[config.mk]
export PLATFORM = sky130hd
export DESIGN_NAME = ddr2_cmd_fifo
export DESIGN_NICKNAME = d
export VERILOG_FILES = /design/src/rtl/ddr2_cmd_fifo.sv
export SDC_FILE = /design/constraint.sdc
export NUM_CORES = 2
export LEC_CHECK = 0
export ABC_AREA = 1
export CAP_MARGIN = 10
export CORE_ASPECT_RATIO = 1.1
export CORE_MARGIN = 2
export CORE_UTILIZATION = 35
export CTS_CLUSTER_DIAMETER = 120
export DETAILED_ROUTE_END_ITERATION = 16
export PLACE_DENSITY = 0.54
export SYNTH_ARGS = -nofsm -noshare
export SYNTH_HDL_FRONTEND = slang
export SYNTH_SLANG_ARGS = --single-unit
[constraint.sdc]
create_clock -name clk -period 7.31 [get_ports clk]
set_input_delay 1.0965 -clock clk [delete_from_list [all_inputs] [get_ports clk]]
set_output_delay 1.0965 -clock clk [all_outputs]
set_load 0.05 [all_outputs]
[src/rtl/ddr2_cmd_fifo.sv]
// Host-side command/write-data FIFO for the DDR2 front end, with FWFT read and advisory notfull.
// Optional sticky overflow flag is built only when DDR2_CMD_FIFO_OVF_EN is defined.
module ddr2_cmd_fifo #(
  parameter int DATA_W      = 32,
  parameter int DEPTH       = 64,
  parameter int CNT_W       = 7,
  parameter int FULL_THRESH = 33
) (
  input  logic              clk,
  input  logic              reset,
  input  logic              push,
  input  logic [DATA_W-1:0] din,
  output logic              notfull,
  output logic [CNT_W-1:0]  fillcount,
  output logic              valid,
  output logic [DATA_W-1:0] dout,
  input  logic              pop,
  output logic              overflow
);

  localparam int PTR_W = $clog2(DEPTH);

  logic [DATA_W-1:0] mem_q [DEPTH];
  logic [PTR_W-1:0]  wr_ptr_q, wr_ptr_d;
  logic [PTR_W-1:0]  rd_ptr_q, rd_ptr_d;
  logic [CNT_W-1:0]  fill_q, fill_d;
  logic              pop_acc;
  logic              push_acc;

  // Acceptance: a pop frees a slot in the same cycle, so a full FIFO can take push & pop together.
  always_comb begin
    pop_acc  = pop & (fill_q != {CNT_W{1'b0}});
    push_acc = push & ((fill_q < CNT_W'(DEPTH)) | pop_acc);
    wr_ptr_d = wr_ptr_q;
    rd_ptr_d = rd_ptr_q;
    fill_d   = fill_q;
    if (push_acc) begin
      wr_ptr_d = wr_ptr_q + PTR_W'(1);
    end else begin
      wr_ptr_d = wr_ptr_q;
    end
    if (pop_acc) begin
      rd_ptr_d = rd_ptr_q + PTR_W'(1);
    end else begin
      rd_ptr_d = rd_ptr_q;
    end
    case ({push_acc, pop_acc})
      2'b10:   fill_d = fill_q + CNT_W'(1);
      2'b01:   fill_d = fill_q - CNT_W'(1);
      default: fill_d = fill_q;
    endcase
  end

  // Pointer and fill-count state.
  always_ff @(posedge clk or posedge reset) begin
    if (reset) begin
      wr_ptr_q <= {PTR_W{1'b0}};
      rd_ptr_q <= {PTR_W{1'b0}};
      fill_q   <= {CNT_W{1'b0}};
    end else begin
      wr_ptr_q <= wr_ptr_d;
      rd_ptr_q <= rd_ptr_d;
      fill_q   <= fill_d;
    end
  end

  // Storage is deliberately left unreset; dout is only meaningful while valid.
  always_ff @(posedge clk) begin
    if (push_acc) begin
      mem_q[wr_ptr_q] <= din;
    end
  end

  assign fillcount = fill_q;
  assign notfull   = (fill_q < CNT_W'(FULL_THRESH));
  assign valid     = (fill_q != {CNT_W{1'b0}});
  assign dout      = mem_q[rd_ptr_q];

`ifdef DDR2_CMD_FIFO_OVF_EN
  logic ovf_q, ovf_d;

  always_comb begin
    ovf_d = ovf_q | (push & ~push_acc);
  end

  // Sticky overflow: set by any rejected push, cleared only by reset.
  always_ff @(posedge clk or posedge reset) begin
    if (reset) begin
      ovf_q <= 1'b0;
    end else begin
      ovf_q <= ovf_d;
      if (push && !push_acc) begin
        $display("ddr2_cmd_fifo overflow at time %0t fillcount %0d", $time, fill_q);
      end
    end
  end

  assign overflow = ovf_q;
`else
  assign overflow = 1'b0;
`endif

endmodule

==> impl_results.md <==
* Status: complete, no violations
* Drt initial violations at 6289
* Starting Density at 35.2%
* Total negative slack at 0 ns
* Total internal power at 0.0229 W
* Number of clock sinks at 2067
* Die height at 523 µm
* Clk buf depth at 3
* Crit path buffers/inverters at 3
* Post-CTS Setup Inserts at 0
* Critical path's top delay family: buffers and inverters
* Initial antenna violation count at 13
* First-pass GRT wire length at 385000 µm
* CTS resizes at 0
* Hold Fails Final Rpt at 0
* Top post-synthesis cells by count: nand2_1, edfxtp_1, nor2_1
* Post-Synthesis Cells at 7725
* Buffers on Ports at 76
* Maxcap violations at 0
* CP Capture Type: output pin
* Vias per std cell at 5.08
* # rows at 190
* Vias in the first global route at 54200
* CTS Root Cell: clkbuf_16
* ANT nets after route at 0
* Internal reg-to-reg setup slack at 3.46 ns
* EDFF count, synth at 2048
* Ports at 78
* Crit Path Max Fanout at 62
* Drt wl/cell at 23.7 µm
* Die ar. at 249000 µm²
* Combinational Power Share at 35.6%
* Share of the synthesized area in the top cell type at 71.8%
* Largest net degree at the start of global routing at 187
* Ys flop type: edfxtp_1
* Crit path required time at 6.21 ns
* Skew final at 0.0639 ns
* Layout area overhead at 13.1%
* Async SR Flop Fraction at 0.919%
* Mean post-synth cell area at 11.1 µm²
* Initial DRT Pass Iterations at 6
* WL final at 265000 µm
* Critical path's slowest cell: clkdlybuf4s50_1
* Type of the worst setup path: flip-flop to output pin
* Cell taking the most area after synthesis: edfxtp_1
* Clock latency on the worst-skew pair at 0.88 ns
* Cell area after synthesis at 85600 µm²
* Final setup viols at 0
* Hold crit path type: flip-flop to flip-flop
* Yosys warns at 0
* DR vias at 56800
* RSZ-0062 raised after global routing: no
* Tmin final at 6.44 ns
* Worst-path cell chain: inv_6 -> nand2_4 -> buf_4 -> a21oi_1 -> nor2_1 -> nand2_1 -> nand3_1 -> nand2_1 -> clkdlybuf4s50_1
* DRC Markers at 0
* TritonCTS clock tree: done
* Leakage power at 35.9 nW
* Top-count cell post-synth: nand2_1
* Layout fillers at 23100
* Switching Share at 39.6%
* Slew @ Worst Pin at 1.31 ns
* FF+latch area at 62000 µm²
* Crit-path most repeated cell: nand2_1
* Hold WS at 0.545 ns
* Synth top area cells: edfxtp_1, nand2_1, nand3_1
* Hold Buf Count CTS at 0
* TritonCTS buffer count at 207
* GRT overflow at 0
* Seq/Total Area, Yosys at 72.4%
* Post-route clock period utilization at 88.2%
* Final nets at 7778
* Footprint of the multi-input gates at 20400 µm²
* Netlist cell types at 29
* Slew Limit Fails at 0
* Kind of launch point of the worst setup path: flip-flop
* DP HPWL at 140000 µm
* Die Span X at 476 µm
* Seq pwr share at 36.2%
* P_sw at 0.0150 W
* Peak Freq at 155 MHz
* CP peak stage delay at 0.91 ns
* GRT Total Usage at 21.1%
* Share of cells above drive strength 1 at 7.36%
* Clk pwr share at 28.3%
* Placeable core region at 243000 µm²
* PwrDens at 391 nW/µm²
* H-tree depth at 4
* Worst VDD drop at 0.000280 V
* Post-Syn Nets at 7770
* Post-synthesis register bit count at 2067
* RePlAce Congestion at 0.812
* Rel. slew slack at 12.1%
* Worst EP arrival at 5.35 ns
* Reg clk slew, reported paths at 0.06 ns
* Fin util at 39.8%
==> sequential cells by signal, summed over array words and instances, names as in the netlist <==
| register | flops |
|---|---|
| wr_ptr_q | 6 |
| rd_ptr_q | 6 |
| fillcount | 7 |
| mem_q | 2048 |
==> cell usage in the layout, fill, tap and decap left out, drive strengths merged, types with 8 or more instances in the layout <==
master	synthesis	final
clkdlybuf4s50	0	44
ha	8	8
nand3	851	851
edfxtp	2048	2048
bufinv	0	22
clkbuf	231	244
buf	201	187
or2	30	30
inv	404	410
o21ai	311	311
xor2	9	9
clkinv	1	107
nand2	2603	2603
dfrtp	19	19
nor2	859	859
a21oi	134	134
==> cells by family after synthesis <==
logic type | synth area share (%)
AO/OA/AOI/OAI | 2.64
flip-flops | 72.4
XOR/XNOR | 0.113
other | 0.00438
adder cells (fa/ha/maj) | 0.140
buffers and inverters | 4.32
AND/OR/NAND/NOR | 20.4
==> through the flow <==
stage / instance area (µm²) / cells / power, W / setup slack, ns
2_1_floorplan: 85600 / 7725 / 0.0225 / 3.36
3_3_place_gp: 90100 / 10800 / 0.0274 / 1.86
3_5_place_dp: 90100 / 10800 / 0.0274 / 1.80
4_1_cts: 96900 / 11200 / 0.0381 / 0.860
5_1_grt: 96900 / 11200 / 0.0397 / 0.829
6_report: 96900 / 11200 / 0.0379 / 0.866
==> routing by layer <==
metal	vias to the layer above	GRT usage (%)	routed length [µm]
met3	396	2.61	16500
met5	-	0	13
met2	2111	35.2	129000
met1	28300	28.4	111000
met4	2	7.19	8740
li1	26000	-	-
==> final timing paths <==
path / from / endpoint / cells past startpoint
worst max-delay path: rd_ptr_q[2]$_DFFE_PP0P_ / dout[21] / 9
worst max register to register: fillcount[6]$_DFFE_PP0P_ / mem_q[25][3]$_DFFE_PP_ / 6
worst min-delay path: fillcount[0]$_DFFE_PP0P_ / fillcount[0]$_DFFE_PP0P_ / 1
worst min register to register: fillcount[0]$_DFFE_PP0P_ / fillcount[0]$_DFFE_PP0P_ / 1
max in group asynchronous: reset / rd_ptr_q[0]$_DFFE_PP0P_ / 3
min in group asynchronous: reset / fillcount[3]$_DFFE_PP0P_ / 3
==> power by group through the flow <==
stage	logic (W)	clock network, W	registers (W)
final	0.0135	0.0107	0.0137
after detailed placement	0.0135	0	0.0139
after global routing	0.0147	0.0113	0.0137
after floorplan	0.00865	0	0.0139
after CTS	0.0135	0.0109	0.0137
after global placement	0.0135	0	0.0139
==> cell type report <==
class | count | share of cell area [%]
clock inverters | 139 | 1.49
repair buffers | 231 | 2.08
multi-input cells | 4821 | 21.1
diodes | 5 | 0.0129
well taps | 3264 | 4.22
inverters | 405 | 1.60
flip-flops and latches | 2067 | 64.0
clock buffers | 244 | 5.51
(Power assumes the default switching activity.)
